## config.mk

```make
export PLATFORM = sky130hd
export DESIGN_NAME = flipflop_i_reg
export DESIGN_NICKNAME = d
export VERILOG_FILES = /design/src/rtl/norz_flipflop_pkg.sv /design/src/rtl/flipflop_i_slot.sv /design/src/rtl/flipflop_i_reg.sv
export SDC_FILE = /design/constraint.sdc
export NUM_CORES = 1
export LEC_CHECK = 0
export CAP_MARGIN = 20
export CORE_MARGIN = 2
export CORE_UTILIZATION = 36
export CTS_CLUSTER_DIAMETER = 100
export DETAILED_ROUTE_END_ITERATION = 12
export PLACE_DENSITY_LB_ADDON = 0.1
export SETUP_SLACK_MARGIN = 0.4
export SKIP_LAST_GASP = 1
export SLEW_MARGIN = 25
export SYNTH_ARGS = -nofsm -noshare
export SYNTH_HDL_FRONTEND = slang
export SYNTH_SLANG_ARGS = --single-unit
```

## constraint.sdc

```tcl
create_clock -name clk -period 1.5 [get_ports clk]
set_input_delay 0.15 -clock clk [delete_from_list [all_inputs] [get_ports clk]]
set_output_delay 0.15 -clock clk [all_outputs]
set_load 0.05 [all_outputs]
```

## src/rtl/norz_flipflop_pkg.sv

```systemverilog
// Shared definitions for the I flipflop word register: default width and state encoding.
package norz_flipflop_pkg;

    localparam int unsigned I_WIDTH_DEF = 8;

    typedef enum logic [1:0] {
        EMPTY     = 2'd0,
        FULL      = 2'd1,
        FULL_PEND = 2'd2
    } i_state_e;

endpackage

```

## src/rtl/flipflop_i_slot.sv

```systemverilog
// One word of storage for the I register: async reset, load enable, synchronous clear.
module flipflop_i_slot
    import norz_flipflop_pkg::*;
#(
    parameter int unsigned W = I_WIDTH_DEF
) (
    input  logic         clk,
    input  logic         rst,
    input  logic         en,
    input  logic         clr,
    input  logic [W-1:0] d,
    output logic [W-1:0] q
);

    logic [W-1:0] word_q;
    logic [W-1:0] word_d;

    always_comb begin
        word_d = word_q;
        if (clr) begin
            word_d = '0;
        end else if (en) begin
            word_d = d;
        end
    end

    always_ff @(posedge clk or posedge rst) begin
        if (rst) begin
            word_q <= '0;
        end else begin
            word_q <= word_d;
        end
    end

    assign q = word_q;

endmodule

```

## src/rtl/flipflop_i_reg.sv

```systemverilog
// I flipflop word register with handshake and sticky overrun.
// Define FLIPFLOP_I_PEND_EN to add a second (pending) slot so a load can land while full.
module flipflop_i_reg
    import norz_flipflop_pkg::*;
#(
    parameter int unsigned I_WIDTH = I_WIDTH_DEF
) (
    input  logic               clk,
    input  logic               rst,
    input  logic               phase_p2,
    input  logic               set_any,
    input  logic [I_WIDTH-1:0] encoded,
    input  logic               i_ack,
    input  logic               i_clear,
    output logic [I_WIDTH-1:0] i_q,
    output logic               i_valid,
    output logic               i_ready,
    output logic               overrun
);

    i_state_e state_q;
    i_state_e state_d;

    logic               load_c;
    logic               ready_c;
    logic               accept_c;
    logic               drop_c;
    logic               iq_en_c;
    logic [I_WIDTH-1:0] iq_din_c;
    logic               valid_q;
    logic               valid_d;
    logic               overrun_q;
    logic               overrun_d;

`ifdef FLIPFLOP_I_PEND_EN
    logic               pend_en_c;
    logic [I_WIDTH-1:0] pend_q;
`endif

    // A strobe outside P2 is not a load at all, so it can never count as an overrun.
    assign load_c = phase_p2 & set_any;

`ifdef FLIPFLOP_I_PEND_EN
    assign ready_c = (state_q != FULL_PEND) | i_ack;
`else
    assign ready_c = (state_q == EMPTY) | i_ack;
`endif

    assign accept_c = load_c & ready_c;
    assign drop_c   = load_c & ~ready_c;

    // State register
    always_ff @(posedge clk or posedge rst) begin
        if (rst) begin
            state_q <= EMPTY;
        end else begin
            state_q <= state_d;
        end
    end

    // Next-state logic; flush wins over everything
    always_comb begin
        state_d = state_q;
        if (i_clear) begin
            state_d = EMPTY;
        end else begin
            case (state_q)
                EMPTY: begin
                    if (accept_c) begin
                        state_d = FULL;
                    end
                end
                FULL: begin
                    if (i_ack) begin
                        state_d = accept_c ? FULL : EMPTY;
`ifdef FLIPFLOP_I_PEND_EN
                    end else if (accept_c) begin
                        state_d = FULL_PEND;
`endif
                    end
                end
`ifdef FLIPFLOP_I_PEND_EN
                FULL_PEND: begin
                    if (i_ack) begin
                        state_d = accept_c ? FULL_PEND : FULL;
                    end
                end
`endif
                default: begin
                    state_d = EMPTY;
                end
            endcase
        end
    end

    // Slot steering: which word lands in i_q / pend this cycle
    always_comb begin
        iq_en_c  = 1'b0;
        iq_din_c = encoded;
`ifdef FLIPFLOP_I_PEND_EN
        pend_en_c = 1'b0;
`endif
        case (state_q)
            EMPTY: begin
                iq_en_c = accept_c;
            end
            FULL: begin
                iq_en_c = i_ack & accept_c;
`ifdef FLIPFLOP_I_PEND_EN
                pend_en_c = ~i_ack & accept_c;
`endif
            end
`ifdef FLIPFLOP_I_PEND_EN
            FULL_PEND: begin
                iq_en_c   = i_ack;
                iq_din_c  = pend_q;
                pend_en_c = accept_c;
            end
`endif
            default: begin
                iq_en_c = 1'b0;
            end
        endcase
    end

    assign valid_d   = (state_d != EMPTY);
    assign overrun_d = i_clear ? 1'b0 : (overrun_q | drop_c);

    always_ff @(posedge clk or posedge rst) begin
        if (rst) begin
            valid_q   <= 1'b0;
            overrun_q <= 1'b0;
        end else begin
            valid_q   <= valid_d;
            overrun_q <= overrun_d;
        end
    end

    flipflop_i_slot #(
        .W (I_WIDTH)
    ) u_slot_i (
        .clk (clk),
        .rst (rst),
        .en  (iq_en_c),
        .clr (i_clear),
        .d   (iq_din_c),
        .q   (i_q)
    );

`ifdef FLIPFLOP_I_PEND_EN
    flipflop_i_slot #(
        .W (I_WIDTH)
    ) u_slot_pend (
        .clk (clk),
        .rst (rst),
        .en  (pend_en_c),
        .clr (i_clear),
        .d   (encoded),
        .q   (pend_q)
    );
`endif

    assign i_valid = valid_q;
    assign i_ready = ready_c;
    assign overrun = overrun_q;

endmodule

```

==> reports/metrics.csv <==
metric;value;unit
status;finished, final reports clean;
gpl congestion;0.639;
fin worst setup slack;316;ps
Cell Area, Synth;468;um2
Seq. cell area;303;um2
register-to-register setup slack;340;ps
endpoints failing setup;0;
first-pass GRT wire length;1880;um
layout cell share with drive strength beyond 1;40.6;%
Placement Rows;12;
CTS tree;yes;
total wire length;1150;um
number of DRC markers in iteration 0;1;
GRT Total Usage;18.4;%
Yosys cell types;12;
vias in the first global route;440;
Seq/Total Area, Yosys;64.2;%
Detail Route Antenna Nets;0;
DR vias/cell;5.08;
RSZ-0062 raised after global routing;true;
Critical Path Source Type;register;
Worst R2R End;u_slot_i.q[7];
initial core utilization;40.5;%
clock tree buffer depth;2;
Tcrit/Tclk final;78.9;%
clock tree sinks;12;
Seq cells post-synth;12;
Worst Path Arrival;1030;ps
Avg Cell Area, Syn;14.6;um2
detailed-placement wirelength estimate;854;um
Ports;25;
Crit path buffers/inverters;1;
area grow syn2layout;73.5;%
drt first pass iters;2;
worst slack at placement;-5.04;ps
Worst EP required;1350;ps
Leak;0.405;nW
largest net degree at the start of global routing;13;
worst r2r src;state_q[1];
Diodes inserted;0;
post-synthesis cell count;32;
layout net count;80;
final hold viol count;0;
Die Y;40.1;um
hold slack;186;ps
die area;1600;um2
Mapped Nets;46;
initial antenna violation count;0;
worst-case reg-to-reg path depth;3;
Max VDD drop;0.418;mV
Worst path depth;2;
Max Clock Skew;3.56;ps
crit-path cells;o21bai_4, buf_12;
pwr/cell area;839;nW/um2
clk_lat worst skew;270;ps
Synth warnings;0;
core footprint;1160;um2
crit path capture type;output pin;
fin crit period;1180;ps
Critical-path top delay cell;dfrtp_2;
worst min path class;input pin to asynchronous set/reset pin;
CP max stage delay;460;ps
clock-pin slew on the worst setup and hold paths;70;ps
wire per inst;14.8;um
largest fanout on the critical path;4;
delay-heaviest family, CP;flip-flops;
port bufs;24;
Chip Width;40.1;um
max cap viols;0;
Slew Limit Fails;0;
DRC violation count after routing;0;
grt ovf;0;
CTS root buf;clkbuf_4;
type of the worst setup path;register to output pin;
fmax;0.845;GHz
via count;396;
area of the multi-input gates;190;um2
CTS H-tree lvls;1;
Fillers;77;
clock buffer count from CTS;3;
Post-Layout Inst Area;812;um2
Placed Area;744;um2
==> where the power goes <==
| group | switching [mW] | total (mW) | internal, mW |
|---|---|---|---|
| Combinational | 0.0757 | 0.145 | 0.0697 |
| Clock | 0.0996 | 0.192 | 0.0927 |
| Sequential | 0.00897 | 0.344 | 0.335 |
| Total | 0.184 | 0.681 | 0.497 |
==> registers in the layout, indices dropped and copies added, names as in the netlist <==
name and flops:
overrun 1, state_q 2, u_slot_i.q 8, i_valid 1
==> metal layers <==
metal | share of wire, % | track usage [%] | vias up
met2 | 56 | 33.1 | 17
met1 | 36 | 19.2 | 194
li1 | - | - | 185
met3 | 7.4 | 6.11 | 0
met5 | 0 | 0 | -
met4 | 0 | 7.76 | 0
==> area by class of cell <==
type | count | share of cell area, %
Sequential cell | 12 | 37.3
Timing Repair Buffer | 29 | 33.4
Multi-Input combinational cell | 18 | 23.4
Clock buffer | 3 | 2.77
Tap cell | 14 | 2.16
Inverter | 2 | 0.924
==> metrics by stage <==
stage	cells	TNS (ps)	total power, mW	util, %
detailed placement	73	-5.42	0.486	64.4
global placement	73	0	0.482	64.4
finish	78	0	0.681	70.2
floorplan	32	0	0.414	-
CTS	78	0	0.689	68.7
global route	78	0	0.719	70.2
==> worst register-to-register path, stage by stage, from the launching register on <==
cell	delay [ps]
dfrtp_2	460
inv_1	120
a41oi_4	190
a22o_1	280
==> worst max-delay path by stage <==
stage | startpoint | end | slack [ps]
2_1_floorplan | state_q[1] | overrun | 360
3_3_place_gp | i_ack | u_slot_i.q[6] | 70
3_5_place_dp | i_ack | u_slot_i.q[5] | -5
4_1_cts | state_q[0] | u_slot_i.q[5] | 280
5_1_grt | state_q[0] | i_ready | 260
6_report | state_q[1] | i_ready | 320
==> cells by family (layout without fill, tap and decap cells) <==
logic type	count (synthesis)	count (layout)	synth area share [%]
flops	12	12	64.2
buf+inv	2	34	1.60
other cells	1	1	0.801
compound gates	13	13	25.4
simple gates	4	4	8.02
==> timing repair <==
action / CTS / global route
endpoints found under the hold margin: 0 / 0
pin swaps: 0 / 1
gates resized for setup: 2 / 5
endpoints found under the setup margin: 9 / 10
buffers inserted: 2 / 0
hold buffers: 0 / 0
==> cell usage after synthesis <==
library cell	number	area share, %
nor2_1	1	0.80
o21ba_2	1	2.1
nor4b_4	1	5.1
a22o_1	8	15
o21bai_1	1	1.6
a211oi_1	2	3.2
dfrtp_1	12	64
nand2b_1	1	1.3
inv_1	2	1.6
a41oi_2	1	3.5
nand2_1	1	0.80
conb_1	1	0.80
==> cell usage in the layout, fill, tap and decap left out, types with 2 or more instances in the layout <==
cell              n
buf_4            14
clkdlybuf4s50_1  11
dfrtp_1          10
a22o_1            8
clkbuf_4          3
inv_1             2
a211oi_1          2
dlymetal6s2s_1    2
dfrtp_2           2
No activity file was read; power rests on OpenSTA's default activity.
